## config.mk

```make
export PLATFORM = sky130hd
export DESIGN_NAME = board_status_ctrl_flat
export DESIGN_NICKNAME = d
export VERILOG_FILES = /design/src/rtl/board_status_ctrl_if.sv /design/src/rtl/board_status_ctrl.sv /design/src/flat_wrapper.sv
export SDC_FILE = /design/constraint.sdc
export NUM_CORES = 1
export LEC_CHECK = 0
export CAP_MARGIN = 20
export CELL_PAD_IN_SITES_DETAIL_PLACEMENT = 0
export CELL_PAD_IN_SITES_GLOBAL_PLACEMENT = 1
export CORE_MARGIN = 1.5
export CORE_UTILIZATION = 52
export DETAILED_ROUTE_END_ITERATION = 16
export PLACE_DENSITY_LB_ADDON = 0.2
export SYNTH_ARGS = -nofsm -noshare
export SYNTH_HDL_FRONTEND = slang
export SYNTH_SLANG_ARGS = --single-unit
export TNS_END_PERCENT = 30
```

## constraint.sdc

```tcl
create_clock -name clk -period 5.4 [get_ports clk]
set_clock_uncertainty 0.2 [all_clocks]
set_input_delay 1.08 -clock clk [delete_from_list [all_inputs] [get_ports clk]]
set_output_delay 1.08 -clock clk [all_outputs]
set_load 0.02 [all_outputs]
```

## src/rtl/board_status_ctrl_if.sv

```systemverilog
// Board status bus: microcontroller ready level, hasher and nonce strobes,
// LED display select, and the resulting LED / status outputs.
interface board_status_ctrl_if #(
  parameter int NUM_HASHERS = 3
);
  logic                   cclk;
  logic [NUM_HASHERS-1:0] hash_act;
  logic                   golden_nonce;
  logic [1:0]             mode;
  logic [7:0]             led;
  logic                   avr_ready;
  logic [15:0]            nonce_count;

  // Driver of the strobes and display select (board / testbench side)
  modport master (
    output cclk, hash_act, golden_nonce, mode,
    input  led, avr_ready, nonce_count
  );

  // The status controller itself
  modport slave (
    input  cclk, hash_act, golden_nonce, mode,
    output led, avr_ready, nonce_count
  );
endinterface

```

## src/rtl/board_status_ctrl.sv

```systemverilog
// Board status controller: qualifies the microcontroller ready level,
// stretches hasher activity and golden-nonce strobes into visible LED
// pulses, counts golden nonces (saturating), runs a heartbeat and
// multiplexes everything onto a registered 8-bit LED bus.
module board_status_ctrl #(
  parameter int NUM_HASHERS      = 3,
  parameter int STRETCH_CYCLES   = 2500000,
  parameter int CCLK_STABLE      = 512,
  parameter int HEARTBEAT_CYCLES = 25000000
) (
  input  logic                clk,
  input  logic                rst_n,
  board_status_ctrl_if.slave  bus
);

  localparam int SW = $clog2(STRETCH_CYCLES);
  localparam int CW = $clog2(CCLK_STABLE + 1);
  localparam int HW = (HEARTBEAT_CYCLES > 1) ? $clog2(HEARTBEAT_CYCLES) : 1;

  localparam logic [SW-1:0] STRETCH_LOAD = SW'(STRETCH_CYCLES - 1);
  localparam logic [CW-1:0] STABLE_MAX   = CW'(CCLK_STABLE);
  localparam logic [HW-1:0] HB_LAST      = HW'(HEARTBEAT_CYCLES - 1);

  // ---------------------------------------------------------------
  // cclk qualification
  // ---------------------------------------------------------------
  logic          sync1_q, sync2_q;
  logic [CW-1:0] stable_q, stable_d;
  logic          ready_q, ready_d;

  // Two-flop synchroniser for the asynchronous cclk level
  always_ff @(posedge clk or negedge rst_n) begin
    if (!rst_n) begin
      sync1_q <= 1'b0;
      sync2_q <= 1'b0;
    end else begin
      sync1_q <= bus.cclk;
      sync2_q <= sync1_q;
    end
  end

  // Saturating stable-high counter; ready only while the count is full
  always_comb begin
    stable_d = stable_q;
    ready_d  = sync2_q && (stable_q == STABLE_MAX);
    if (!sync2_q) begin
      stable_d = '0;
    end else if (stable_q != STABLE_MAX) begin
      stable_d = stable_q + 1'b1;
    end
  end

  // Qualification state registers
  always_ff @(posedge clk or negedge rst_n) begin
    if (!rst_n) begin
      stable_q <= '0;
      ready_q  <= 1'b0;
    end else begin
      stable_q <= stable_d;
      ready_q  <= ready_d;
    end
  end

  // ---------------------------------------------------------------
  // Pulse stretchers: channels 0..NUM_HASHERS-1 are the hashers,
  // channel NUM_HASHERS is the golden-nonce flag.
  // ---------------------------------------------------------------
  logic [NUM_HASHERS:0] strobe_all;
  logic [NUM_HASHERS:0] act_all;

  assign strobe_all = {bus.golden_nonce, bus.hash_act};

  generate
    for (genvar gi = 0; gi <= NUM_HASHERS; gi++) begin : g_stretch
      logic [SW-1:0] timer_q, timer_d;
      logic          act_q;

      // Reload on strobe (also restarts a running hold), else count down
      always_comb begin
        timer_d = timer_q;
        if (strobe_all[gi]) begin
          timer_d = STRETCH_LOAD;
        end else if (timer_q != '0) begin
          timer_d = timer_q - 1'b1;
        end
      end

      // The strobe cycle itself covers the extra hold cycle the timer
      // cannot represent, giving exactly STRETCH_CYCLES of activity
      always_ff @(posedge clk or negedge rst_n) begin
        if (!rst_n) begin
          timer_q <= '0;
          act_q   <= 1'b0;
        end else begin
          timer_q <= timer_d;
          act_q   <= strobe_all[gi] | (timer_q != '0);
        end
      end

      assign act_all[gi] = act_q;
    end
  endgenerate

  // ---------------------------------------------------------------
  // Golden nonce counter and heartbeat
  // ---------------------------------------------------------------
  logic [15:0]   count_q, count_d;
  logic [HW-1:0] hb_cnt_q, hb_cnt_d;
  logic          hb_q, hb_d;

  // Saturating nonce count and free-running heartbeat divider
  always_comb begin
    count_d  = count_q;
    hb_cnt_d = hb_cnt_q + 1'b1;
    hb_d     = hb_q;
    if (bus.golden_nonce && (count_q != 16'hFFFF)) begin
      count_d = count_q + 16'd1;
    end
    if (hb_cnt_q == HB_LAST) begin
      hb_cnt_d = '0;
      hb_d     = ~hb_q;
    end
  end

  // Counter and heartbeat registers
  always_ff @(posedge clk or negedge rst_n) begin
    if (!rst_n) begin
      count_q  <= '0;
      hb_cnt_q <= '0;
      hb_q     <= 1'b0;
    end else begin
      count_q  <= count_d;
      hb_cnt_q <= hb_cnt_d;
      hb_q     <= hb_d;
    end
  end

  // ---------------------------------------------------------------
  // LED multiplexer
  // ---------------------------------------------------------------
  logic [7:0] led_q, led_d;

  // Select the display source; a mode change shows on the next update
  always_comb begin
    led_d = '0;
    case (bus.mode)
      2'd0: begin
        led_d[7]               = hb_q;
        led_d[6]               = act_all[NUM_HASHERS];
        led_d[NUM_HASHERS-1:0] = act_all[NUM_HASHERS-1:0];
      end
      2'd1:    led_d = count_q[7:0];
      2'd2:    led_d = count_q[15:8];
      default: led_d = {ready_q, 6'b0, hb_q};
    endcase
  end

  // Registered LED drive
  always_ff @(posedge clk or negedge rst_n) begin
    if (!rst_n) begin
      led_q <= '0;
    end else begin
      led_q <= led_d;
    end
  end

  assign bus.led         = led_q;
  assign bus.avr_ready   = ready_q;
  assign bus.nonce_count = count_q;

endmodule

```

## src/flat_wrapper.sv

```systemverilog
// flat-port wrapper written by rule: the top's interface ports become plain ports
module board_status_ctrl_flat 
#(
  parameter int NUM_HASHERS      = 3,
  parameter int STRETCH_CYCLES   = 2500000,
  parameter int CCLK_STABLE      = 512,
  parameter int HEARTBEAT_CYCLES = 25000000
)
  (clk, rst_n, bus_cclk, bus_hash_act, bus_golden_nonce, bus_mode, bus_led, bus_avr_ready, bus_nonce_count);
  board_status_ctrl_if #(.NUM_HASHERS(NUM_HASHERS)) bus_i ();
  input  logic clk;
  input  logic rst_n;
  input wire logic [$bits(bus_i.cclk)-1:0] bus_cclk;
  input wire logic [$bits(bus_i.hash_act)-1:0] bus_hash_act;
  input wire logic [$bits(bus_i.golden_nonce)-1:0] bus_golden_nonce;
  input wire logic [$bits(bus_i.mode)-1:0] bus_mode;
  output wire logic [$bits(bus_i.led)-1:0] bus_led;
  output wire logic [$bits(bus_i.avr_ready)-1:0] bus_avr_ready;
  output wire logic [$bits(bus_i.nonce_count)-1:0] bus_nonce_count;
  assign bus_i.cclk = bus_cclk;
  assign bus_i.hash_act = bus_hash_act;
  assign bus_i.golden_nonce = bus_golden_nonce;
  assign bus_i.mode = bus_mode;
  assign bus_led = bus_i.led;
  assign bus_avr_ready = bus_i.avr_ready;
  assign bus_nonce_count = bus_i.nonce_count;
  board_status_ctrl #(.NUM_HASHERS(NUM_HASHERS), .STRETCH_CYCLES(STRETCH_CYCLES), .CCLK_STABLE(CCLK_STABLE), .HEARTBEAT_CYCLES(HEARTBEAT_CYCLES)) u_core (.clk(clk), .rst_n(rst_n), .bus(bus_i));
endmodule
```

==> results.sh <==
export IMPL_insertion_delay_ns=0.42
export IMPL_antenna_found_initial=0
export IMPL_switching_share=0.2364
export IMPL_worst_pin_slew_ns=1.054
export IMPL_powerDensity_nw_per_um2=306.9
export IMPL_cts_hold_buffers=0
export IMPL_ant_nets=0
export IMPL_crit_buf_inv=1
export IMPL_cpMaxStageDelayCell="nor3b_1"
export IMPL_synth_edf_count=0
export IMPL_grt_usage=0.2173
export IMPL_via_per_inst=5.831
export IMPL_numCtsBuffers=17
export IMPL_yosysSeqAreaShare=0.4949
export IMPL_vias=5895
export IMPL_diodes=0
export IMPL_rsz0062_at_grt="false"
export IMPL_dpl_cell_area_sq_um=8308
export IMPL_cts_max_path_buffers=2
export IMPL_syn_avg_cell_area_sq_um=9.971
export IMPL_grt_pass1_wl_mm=27.95
export IMPL_syn_area_sq_um=7838
export IMPL_setup_viol=0
export IMPL_path_class="reg -> reg"
export IMPL_clkPwrFrac=0.449
export IMPL_internal_power_mw=2.092
export IMPL_path_cells="inv_1 -> ha_1 -> nor3b_1 -> and2_0 -> nor3b_1 -> o21ai_0 -> a21oi_1"
export IMPL_die_area_sq_um=15820
export IMPL_dr_pass1_iters=13
export IMPL_synth_seq_cells=155
export IMPL_coreArea_sq_um=14640
export IMPL_routabilityCongestion=0.7918
export IMPL_cts_setup_buffers=0
export IMPL_syn_nets=807
export IMPL_layout_nets=835
export IMPL_hold_slack_ns=0.1646
export IMPL_ir_drop_uv=227.1
export IMPL_p_leak_nw=3.467
export IMPL_crit_arrival_ns=3.05
export IMPL_slowest_delay_ns=0.85
export IMPL_htree_levels=4
export IMPL_cts_tree="done"
export IMPL_violations="DRC"
export IMPL_dr_first_iter_drc_count=325
export IMPL_layout_drive_gt1_share=0.06288
export IMPL_netlist_instances=786
export IMPL_critPathMaxFanout=10
export IMPL_io_pins=34
export IMPL_drc=2
export IMPL_cp_common_cell="nor3b_1"
export IMPL_maxSlewViolCount=0
export IMPL_critical_path_top_delay_family="simple AND/OR/NAND/NOR gates"
export IMPL_dieWidth_um=125.8
export IMPL_hp_class="reg -> reg"
export IMPL_async_reset_ff_frac=1.000
export IMPL_status="complete, but fails checks"
export IMPL_drt_wl_total_mm=16.27
export IMPL_hold_violations=0
export IMPL_area_delta_synth_final_pct=13.92
export IMPL_finalCritPeriodShare=0.5409
export IMPL_dp_hpwl_mm=10.98
export IMPL_setup_worst_path_start_class="register"
export IMPL_seqPwrFrac=0.461
export IMPL_cts_root_buf="clkbuf_16"
export IMPL_required_ns=5.53
export IMPL_cts_repair_resized=0
export IMPL_cp_end_kind="register"
export IMPL_fin_crit_ns=2.921
export IMPL_p_comb_frac=0.090
export IMPL_postLayoutCoreUtil=0.6097
export IMPL_synth_flop_cell="dfrtp_1"
export IMPL_clk_pin_slew_ns=0.06
export IMPL_max_freq_mhz=342.4
export IMPL_first_global_vias=5746
export IMPL_slew_limit_headroom=0.2875
export IMPL_rows=44
export IMPL_grt_ovfl_total=0
export IMPL_ys_types=55
export IMPL_yosys_warnings=0
export IMPL_p_sw_uw=647.7
export IMPL_cap_violations=0
export IMPL_setup_tns_ns=0
export IMPL_fillers=1225
export IMPL_cts_sinks=155
export IMPL_grt_max_degree=77
export IMPL_wl_per_cell_um=16.09
export IMPL_finalInstanceArea_sq_um=8929
export IMPL_start_util=0.5352
export IMPL_die_height_um=125.8
export IMPL_port_buffers=33
synth_stat cells (all sizes together), types with 2 or more instances:
library cell / n / share of area
nor2b: 12 / 0.0096
o211ai: 12 / 0.011
nor3: 25 / 0.017
dfrtp: 155 / 0.49
o31ai: 10 / 0.0096
nand3b: 5 / 0.0048
clkbuf: 26 / 0.012
a222oi: 5 / 0.0064
or2: 5 / 0.0040
buf: 2 / 0.0021
xor2: 69 / 0.077
o31a: 3 / 0.0034
nand2: 27 / 0.013
and4: 3 / 0.0034
nand4b: 4 / 0.0045
or3: 16 / 0.013
nor4b: 6 / 0.0067
nor4: 32 / 0.030
and3: 11 / 0.0088
xnor2: 28 / 0.031
mux2: 4 / 0.0057
nand3: 44 / 0.028
nand2b: 24 / 0.019
ha: 12 / 0.019
a22oi: 3 / 0.0029
inv: 21 / 0.010
o21ai: 30 / 0.019
a32oi: 2 / 0.0022
and2: 3 / 0.0024
nand4: 23 / 0.018
or4: 18 / 0.019
mux2i: 11 / 0.014
nor3b: 5 / 0.0054
a211o: 2 / 0.0022
a21oi: 15 / 0.0096
nor2: 104 / 0.050
power groups by stage:
stage | logic [mW] | clock network [mW] | registers [mW]
3_5_place_dp | 0.248 | 0 | 1.28
4_1_cts | 0.251 | 1.26 | 1.26
6_report | 0.246 | 1.23 | 1.26
2_1_floorplan | 0.0892 | 0 | 1.30
3_3_place_gp | 0.243 | 0 | 1.28
5_1_grt | 0.271 | 1.30 | 1.27
per-stage QoR:
step	worst slack, ns	total power [mW]	std cells
floorplan	2.816	1.391	786
finish	2.479	2.740	1011
global placement	2.160	1.522	978
global route	2.205	2.843	1011
detailed placement	2.138	1.530	978
CTS	2.477	2.768	1010
layout by cell type, fill, tap and decap left out, drive strengths merged, types with 15 or more instances in the layout:
| master | netlist | final |
|---|---|---|
| xnor2 | 28 | 28 |
| nand3 | 44 | 44 |
| nor2 | 104 | 104 |
| or3 | 16 | 16 |
| o21ai | 30 | 30 |
| nand2 | 27 | 27 |
| or4 | 18 | 18 |
| clkdlybuf4s50 | 0 | 32 |
| nor3 | 25 | 25 |
| nand4 | 23 | 23 |
| inv | 21 | 21 |
| clkbuf | 26 | 26 |
| nand2b | 24 | 24 |
| nor4 | 32 | 32 |
| xor2 | 69 | 69 |
| a21oi | 15 | 15 |
| dfrtp | 155 | 155 |
state kept, by name (all words and copies together) (netlist names):
name                      count
u_core.bus.avr_ready          1
u_core.sync2_q                1
u_core.stable_q              10
u_core.sync1_q                1
u_core.hb_q                   1
u_core.g_stretch.timer_q     88
u_core.hb_cnt_q              25
u_core.bus.nonce_count       16
u_core.bus.led                8
u_core.g_stretch.act_q        4
layout make-up:
cell class              count  area (sq um)  share of cell area
flip-flops and latches    155          3879              0.4344
clock buffers              25         505.5             0.05661
well taps                 184         230.2             0.02578
clock inverters             7         110.1             0.01233
multi-input cells         581          3762              0.4214
inverters                  22         82.58            0.009249
repair buffers             37         359.1             0.04022
kinds of logic (layout without fill, tap and decap cells):
family	after synthesis	in the layout	synth area share
AND/OR/NAND/NOR	371	371	0.2615
buffers and inverters	50	91	0.02506
XOR/XNOR	97	97	0.1084
AO/OA/AOI/OAI	86	86	0.07120
flip-flops	155	155	0.4949
multiplexers	15	15	0.01980
adder cells (fa/ha/maj)	12	12	0.01916
layer usage:
layer | vias up | wire, um | share of wire | global-route usage
met5 | - | 0 | 0 | 0
met4 | 0 | 169 | 0.010 | 0.05274
met3 | 11 | 570 | 0.035 | 0.05310
met2 | 95 | 7806 | 0.48 | 0.3523
met1 | 2925 | 7724 | 0.47 | 0.2967
li1 | 2864 | - | - | -
final timing paths:
check / from / end / slack [ns] / cells past startpoint
min in group asynchronous: rst_n / u_core.g_stretch[3].timer_q[20] / 0.49 / 1
max in group asynchronous: rst_n / u_core.bus.nonce_count[13] / 3.50 / 2
max reg2reg: u_core.g_stretch[3].timer_q[0] / u_core.g_stretch[3].timer_q[19] / 2.48 / 7
min: u_core.sync1_q / u_core.sync2_q / 0.16 / 0
min reg2reg: u_core.sync1_q / u_core.sync2_q / 0.16 / 0
max: u_core.g_stretch[3].timer_q[0] / u_core.g_stretch[3].timer_q[19] / 2.48 / 7
(Power assumes the default switching activity.)
